### src/rtl/systolic_pe_ws.sv
// Weight-stationary systolic MAC cell with shadow weight chain.
// Signed/unsigned operands, saturating or wrapping accumulation.
module systolic_pe_ws #(
    parameter int DATA_WIDTH = 8,
    parameter int ACC_WIDTH  = 20,
    parameter bit SIGNED     = 1'b1,
    parameter bit SATURATE   = 1'b1
) (
    input  logic                  clk,
    input  logic                  rstn,
    input  logic                  clear,
    input  logic                  acc_local,
    input  logic                  in_valid,
    input  logic [DATA_WIDTH-1:0] data_in,
    input  logic [ACC_WIDTH-1:0]  psum_in,
    input  logic                  w_load,
    input  logic [DATA_WIDTH-1:0] w_in,
    input  logic                  w_swap,
    output logic [DATA_WIDTH-1:0] data_out,
    output logic [ACC_WIDTH-1:0]  psum_out,
    output logic                  out_valid,
    output logic [DATA_WIDTH-1:0] w_out,
    output logic                  sat_flag
);
    localparam int PW = 2 * DATA_WIDTH;
    localparam int SW = ACC_WIDTH + 1;

    if (ACC_WIDTH < PW) begin : g_width_check
        $error("ACC_WIDTH must be at least 2*DATA_WIDTH");
    end

    logic [DATA_WIDTH-1:0] w_shadow_q;
    logic [DATA_WIDTH-1:0] w_active_q;
    logic [DATA_WIDTH-1:0] data_q;
    logic [ACC_WIDTH-1:0]  psum_q;
    logic [ACC_WIDTH-1:0]  psum_d;
    logic                  valid_q;
    logic                  sat_q;
    logic                  ovf;
    logic [PW-1:0]         dx;
    logic [PW-1:0]         wx;
    logic [PW-1:0]         prod;
    logic [ACC_WIDTH-1:0]  addend;
    logic [SW-1:0]         prod_x;
    logic [SW-1:0]         add_x;
    logic [SW-1:0]         sum;

    // Extend operands, multiply, add at one guard bit, then clamp or wrap
    always_comb begin
        dx     = {{DATA_WIDTH{SIGNED && data_in[DATA_WIDTH-1]}}, data_in};
        wx     = {{DATA_WIDTH{SIGNED && w_active_q[DATA_WIDTH-1]}}, w_active_q};
        prod   = dx * wx;
        prod_x = {{(SW-PW){SIGNED && prod[PW-1]}}, prod};
        addend = acc_local ? psum_q : psum_in;
        add_x  = {SIGNED && addend[ACC_WIDTH-1], addend};
        sum    = prod_x + add_x;
        if (SIGNED) begin
            ovf = sum[SW-1] ^ sum[SW-2];
        end else begin
            ovf = sum[SW-1];
        end
        psum_d = sum[ACC_WIDTH-1:0];
        if (ovf && SATURATE) begin
            if (!SIGNED) begin
                psum_d = {ACC_WIDTH{1'b1}};
            end else if (sum[SW-1]) begin
                psum_d = {1'b1, {(ACC_WIDTH-1){1'b0}}};
            end else begin
                psum_d = {1'b0, {(ACC_WIDTH-1){1'b1}}};
            end
        end
    end

    // Weight chain shift and shadow-to-active swap
    always_ff @(posedge clk or negedge rstn) begin
        if (!rstn) begin
            w_shadow_q <= '0;
            w_active_q <= '0;
        end else begin
            if (w_load) w_shadow_q <= w_in;
            if (w_swap) w_active_q <= w_shadow_q;
        end
    end

    // Beat pipeline register; clear drops the sum but not data_out
    always_ff @(posedge clk or negedge rstn) begin
        if (!rstn) begin
            data_q  <= '0;
            psum_q  <= '0;
            valid_q <= 1'b0;
            sat_q   <= 1'b0;
        end else begin
            if (in_valid) data_q <= data_in;
            if (clear) begin
                psum_q  <= '0;
                valid_q <= 1'b0;
                sat_q   <= 1'b0;
            end else begin
                valid_q <= in_valid;
                if (in_valid) begin
                    psum_q <= psum_d;
                    if (ovf) sat_q <= 1'b1;
                end
            end
        end
    end

    assign data_out  = data_q;
    assign psum_out  = psum_q;
    assign out_valid = valid_q;
    assign w_out     = w_shadow_q;
    assign sat_flag  = sat_q;
endmodule

### config.mk
export PLATFORM = sky130hd
export DESIGN_NAME = systolic_pe_ws
export DESIGN_NICKNAME = d
export VERILOG_FILES = /design/src/rtl/systolic_pe_ws.sv
export SDC_FILE = /design/constraint.sdc
export NUM_CORES = 1
export LEC_CHECK = 0
export ABC_AREA = 1
export BUFFER_PORTS_ARGS = -buffer_cell sky130_fd_sc_hd__buf_4
export CORE_ASPECT_RATIO = 0.75
export CORE_UTILIZATION = 60
export CTS_CLUSTER_SIZE = 12
export DETAILED_ROUTE_END_ITERATION = 8
export PLACE_DENSITY = 0.82
export SKIP_CTS_REPAIR_TIMING = 1
export SYNTH_ARGS = -nofsm -noshare
export SYNTH_HDL_FRONTEND = slang
export SYNTH_SLANG_ARGS = --single-unit
### constraint.sdc
create_clock -name clk -period 10.29 [get_ports clk]
set_clock_uncertainty 0.05 [all_clocks]
set_input_delay 1.029 -clock clk [delete_from_list [all_inputs] [get_ports clk]]
set_output_delay 1.029 -clock clk [all_outputs]
set_load 0.01 [all_outputs]
==> flow_summary.json <==
{
  "synth_edf_count": 0,
  "netlist_instances": 747,
  "viasPerCell": 5.34,
  "portBuffers": 80,
  "tns_ns": 0,
  "synth_compound_area_share_pct": 5.30,
  "drt_iter0_drc": 437,
  "clk_path_buf_depth": 2,
  "r2r-start": "w_active_q[0]",
  "hpwl_microns": 12300,
  "worstPathArrival_ns": 6.36,
  "post_route_cells_drive_above_1_share_pct": 14.8,
  "cp-end-kind": "register",
  "routabilityCongestion": 0.980,
  "grt_max_degree": 47,
  "worstMarginPinSlew_ns": 0.878,
  "rsz0062_at_grt": "false",
  "htree_levels": 2,
  "fmax_mhz": 160,
  "finalCriticalPeriod_ns": 6.23,
  "synth_cell_types": 33,
  "die_h_microns": 89.1,
  "grt_antenna_before_repair": 0,
  "async_reset_ff_share_pct": 100,
  "status": "finished, final reports clean",
  "rows": 31,
  "r2r_setup_slack_ns": 4.25,
  "synth-adder-area-share_pct": 40.3,
  "fin_nets": 992,
  "worstPathMaxFanout": 13,
  "postRouteAntennaNets": 0,
  "numCtsBuffers": 5,
  "setup.worst_path.end": "psum_out[13]",
  "syn_area_sq_um": 6060,
  "synth.avg_cell_area_sq_um": 8.12,
  "final_max_slew_viol_count": 0,
  "routedWlPerCell_microns": 16.3,
  "hp-class": "reg2reg",
  "r2r_cells": 20,
  "cp-start-kind": "input pin",
  "clk_pin_slew_ns": 0.07,
  "cts-root-buf": "clkbuf_16",
  "grt_overflow": 0,
  "relSlewSlack_pct": 41.3,
  "ys_seq_elements": 46,
  "r2r-end": "psum_out[13]",
  "grt_usage_pct": 31.3,
  "cap_violations": 0,
  "muxShareOfSynthArea_pct": 2.37,
  "diodes": 0,
  "yosysSeqAreaShare_pct": 19.0,
  "drc": 0,
  "timing.final.crit_share_pct": 60.6,
  "setup_viol": 0,
  "num_io_pins": 81,
  "die_area_sq_um": 10500,
  "critPathRequiredTime_ns": 10.42,
  "yosys_most_used_dff": "dfrtp_1",
  "clk_latency_ns": 0.30,
  "yosysWarnings": 0,
  "core_sq_um": 9740,
  "die_x_microns": 118,
  "synth_top_family_by_area": "adder cells",
  "cts_tree": "yes",
  "critPathKind": "in2reg",
  "area_delta_synth_final_pct": 13.6,
  "clock_sinks": 46,
  "vias": 5031,
  "synth-xor-area-share_pct": 1.59,
  "wirelength_microns": 15400,
  "floorplan.initialDensity_pct": 62.3,
  "first_pass_iters": 5,
  "crit_start": "data_in[7]",
  "syn_nets": 930,
  "first_global_vias": 4971,
  "grt_pass1_wl_microns": 25100,
  "hold_violations": 0,
  "synth-simple-area-share_pct": 19.3
}
stage by stage:
step	setup slack, ns	utilization, %	hold slack (ns)	cells	cell area [sq um]
floorplan	4.21	-	0.459	747	6060
global placement	3.98	69.0	0.405	934	6720
detailed placement	3.81	69.0	0.410	934	6720
CTS	4.08	70.8	0.428	942	6890
global route	3.68	70.8	0.465	942	6890
finish	4.06	70.8	0.423	942	6890
cells in the mapped netlist (5+ instances only):
master    count  area (sq um)
o21ai_1      11          55.1
dfrtp_1      46          1150
nand2_2      14          87.6
xnor2_1       8          70.1
a21oi_2       5          43.8
nor2_1       30           113
clkbuf_1     23          86.3
ha_1         48           601
a21oi_1      16          80.1
fa_1         92          1840
nand3_1      18          90.1
mux2i_1      11           110
nand2_1     216           811
o21ai_0      21           105
inv_1       161           604
worst min path at each step:
stage                     slack, ns        start  depth (start not counted)          end
after global placement         0.41  data_out[5]                          2  data_out[5]
after CTS                      0.43  data_out[7]                          2  data_out[7]
after detailed placement       0.41  data_out[7]                          2  data_out[7]
after floorplan                0.46  data_out[0]                          2  data_out[0]
after global routing           0.46  data_out[6]                          2  data_out[6]
final                          0.42  data_out[7]                          2  data_out[7]
per-layer routing:
| metal | track usage, % | wire length (microns) | vias to the layer above | share of wire (%) |
|---|---|---|---|---|
| li1 | - | - | 2328 | - |
| met1 | 43.3 | 6510 | 2444 | 42 |
| met2 | 53.3 | 7330 | 232 | 48 |
| met3 | 4.72 | 1310 | 27 | 8.5 |
| met4 | 6.76 | 235 | 0 | 1.5 |
| met5 | 0 | 0 | - | 0 |
state kept, by name, summed over array words and instances, names as in the netlist:
signal      flops
w_out           8
sat_flag        1
psum_out       20
w_active_q      8
out_valid       1
data_out        8
cell usage in the layout (no fill, tap or decap), drive strengths merged, types with 3 or more instances in the layout:
| cell type | n |
|---|---|
| clkbuf | 5 |
| fa | 92 |
| dfrtp | 46 |
| a21oi | 22 |
| nand3 | 18 |
| o21ai | 32 |
| xnor2 | 8 |
| buf | 81 |
| ha | 48 |
| mux2i | 11 |
| nand2 | 231 |
| xor2 | 3 |
| nor2 | 31 |
| mux2 | 3 |
| inv | 164 |
cells by family (layout without fill, tap and decap cells):
family | after synthesis | in the layout
flip-flops | 46 | 46
XOR/XNOR | 11 | 11
multiplexers | 14 | 14
AND/OR/NAND/NOR | 287 | 287
adder cells (fa/ha/maj) | 140 | 140
AO/OA/AOI/OAI | 57 | 57
buffers and inverters | 192 | 255
final cells by class:
class | count | area [sq um]
multi-input cells | 509 | 4170
fillers | 734 | 2850
flip-flops and latches | 46 | 1150
inverters | 166 | 623
repair buffers | 81 | 608
well taps | 132 | 165
clock buffers | 5 | 125
clock inverters | 3 | 45.0
critical path, stage by stage:
cell	delay [ns]
buf_4	0.14
nand2_1	0.52
fa_1	0.75
inv_1	0.06
fa_1	0.48
fa_1	0.58
fa_1	0.45
fa_1	0.46
ha_1	0.36
a21oi_1	0.16
nand2_1	0.13
nand2_1	0.11
nand2_2	0.07
nand2_2	0.08
nand2_1	0.06
nand2_1	0.08
nand2_2	0.08
nand2_1	0.31
nand2_4	0.17
o21ai_0	0.20
nand2_1	0.07
Power is left out: the tool's default activity adds up to more than one toggle a clock period on the data nets, which glitch-free logic cannot reach.
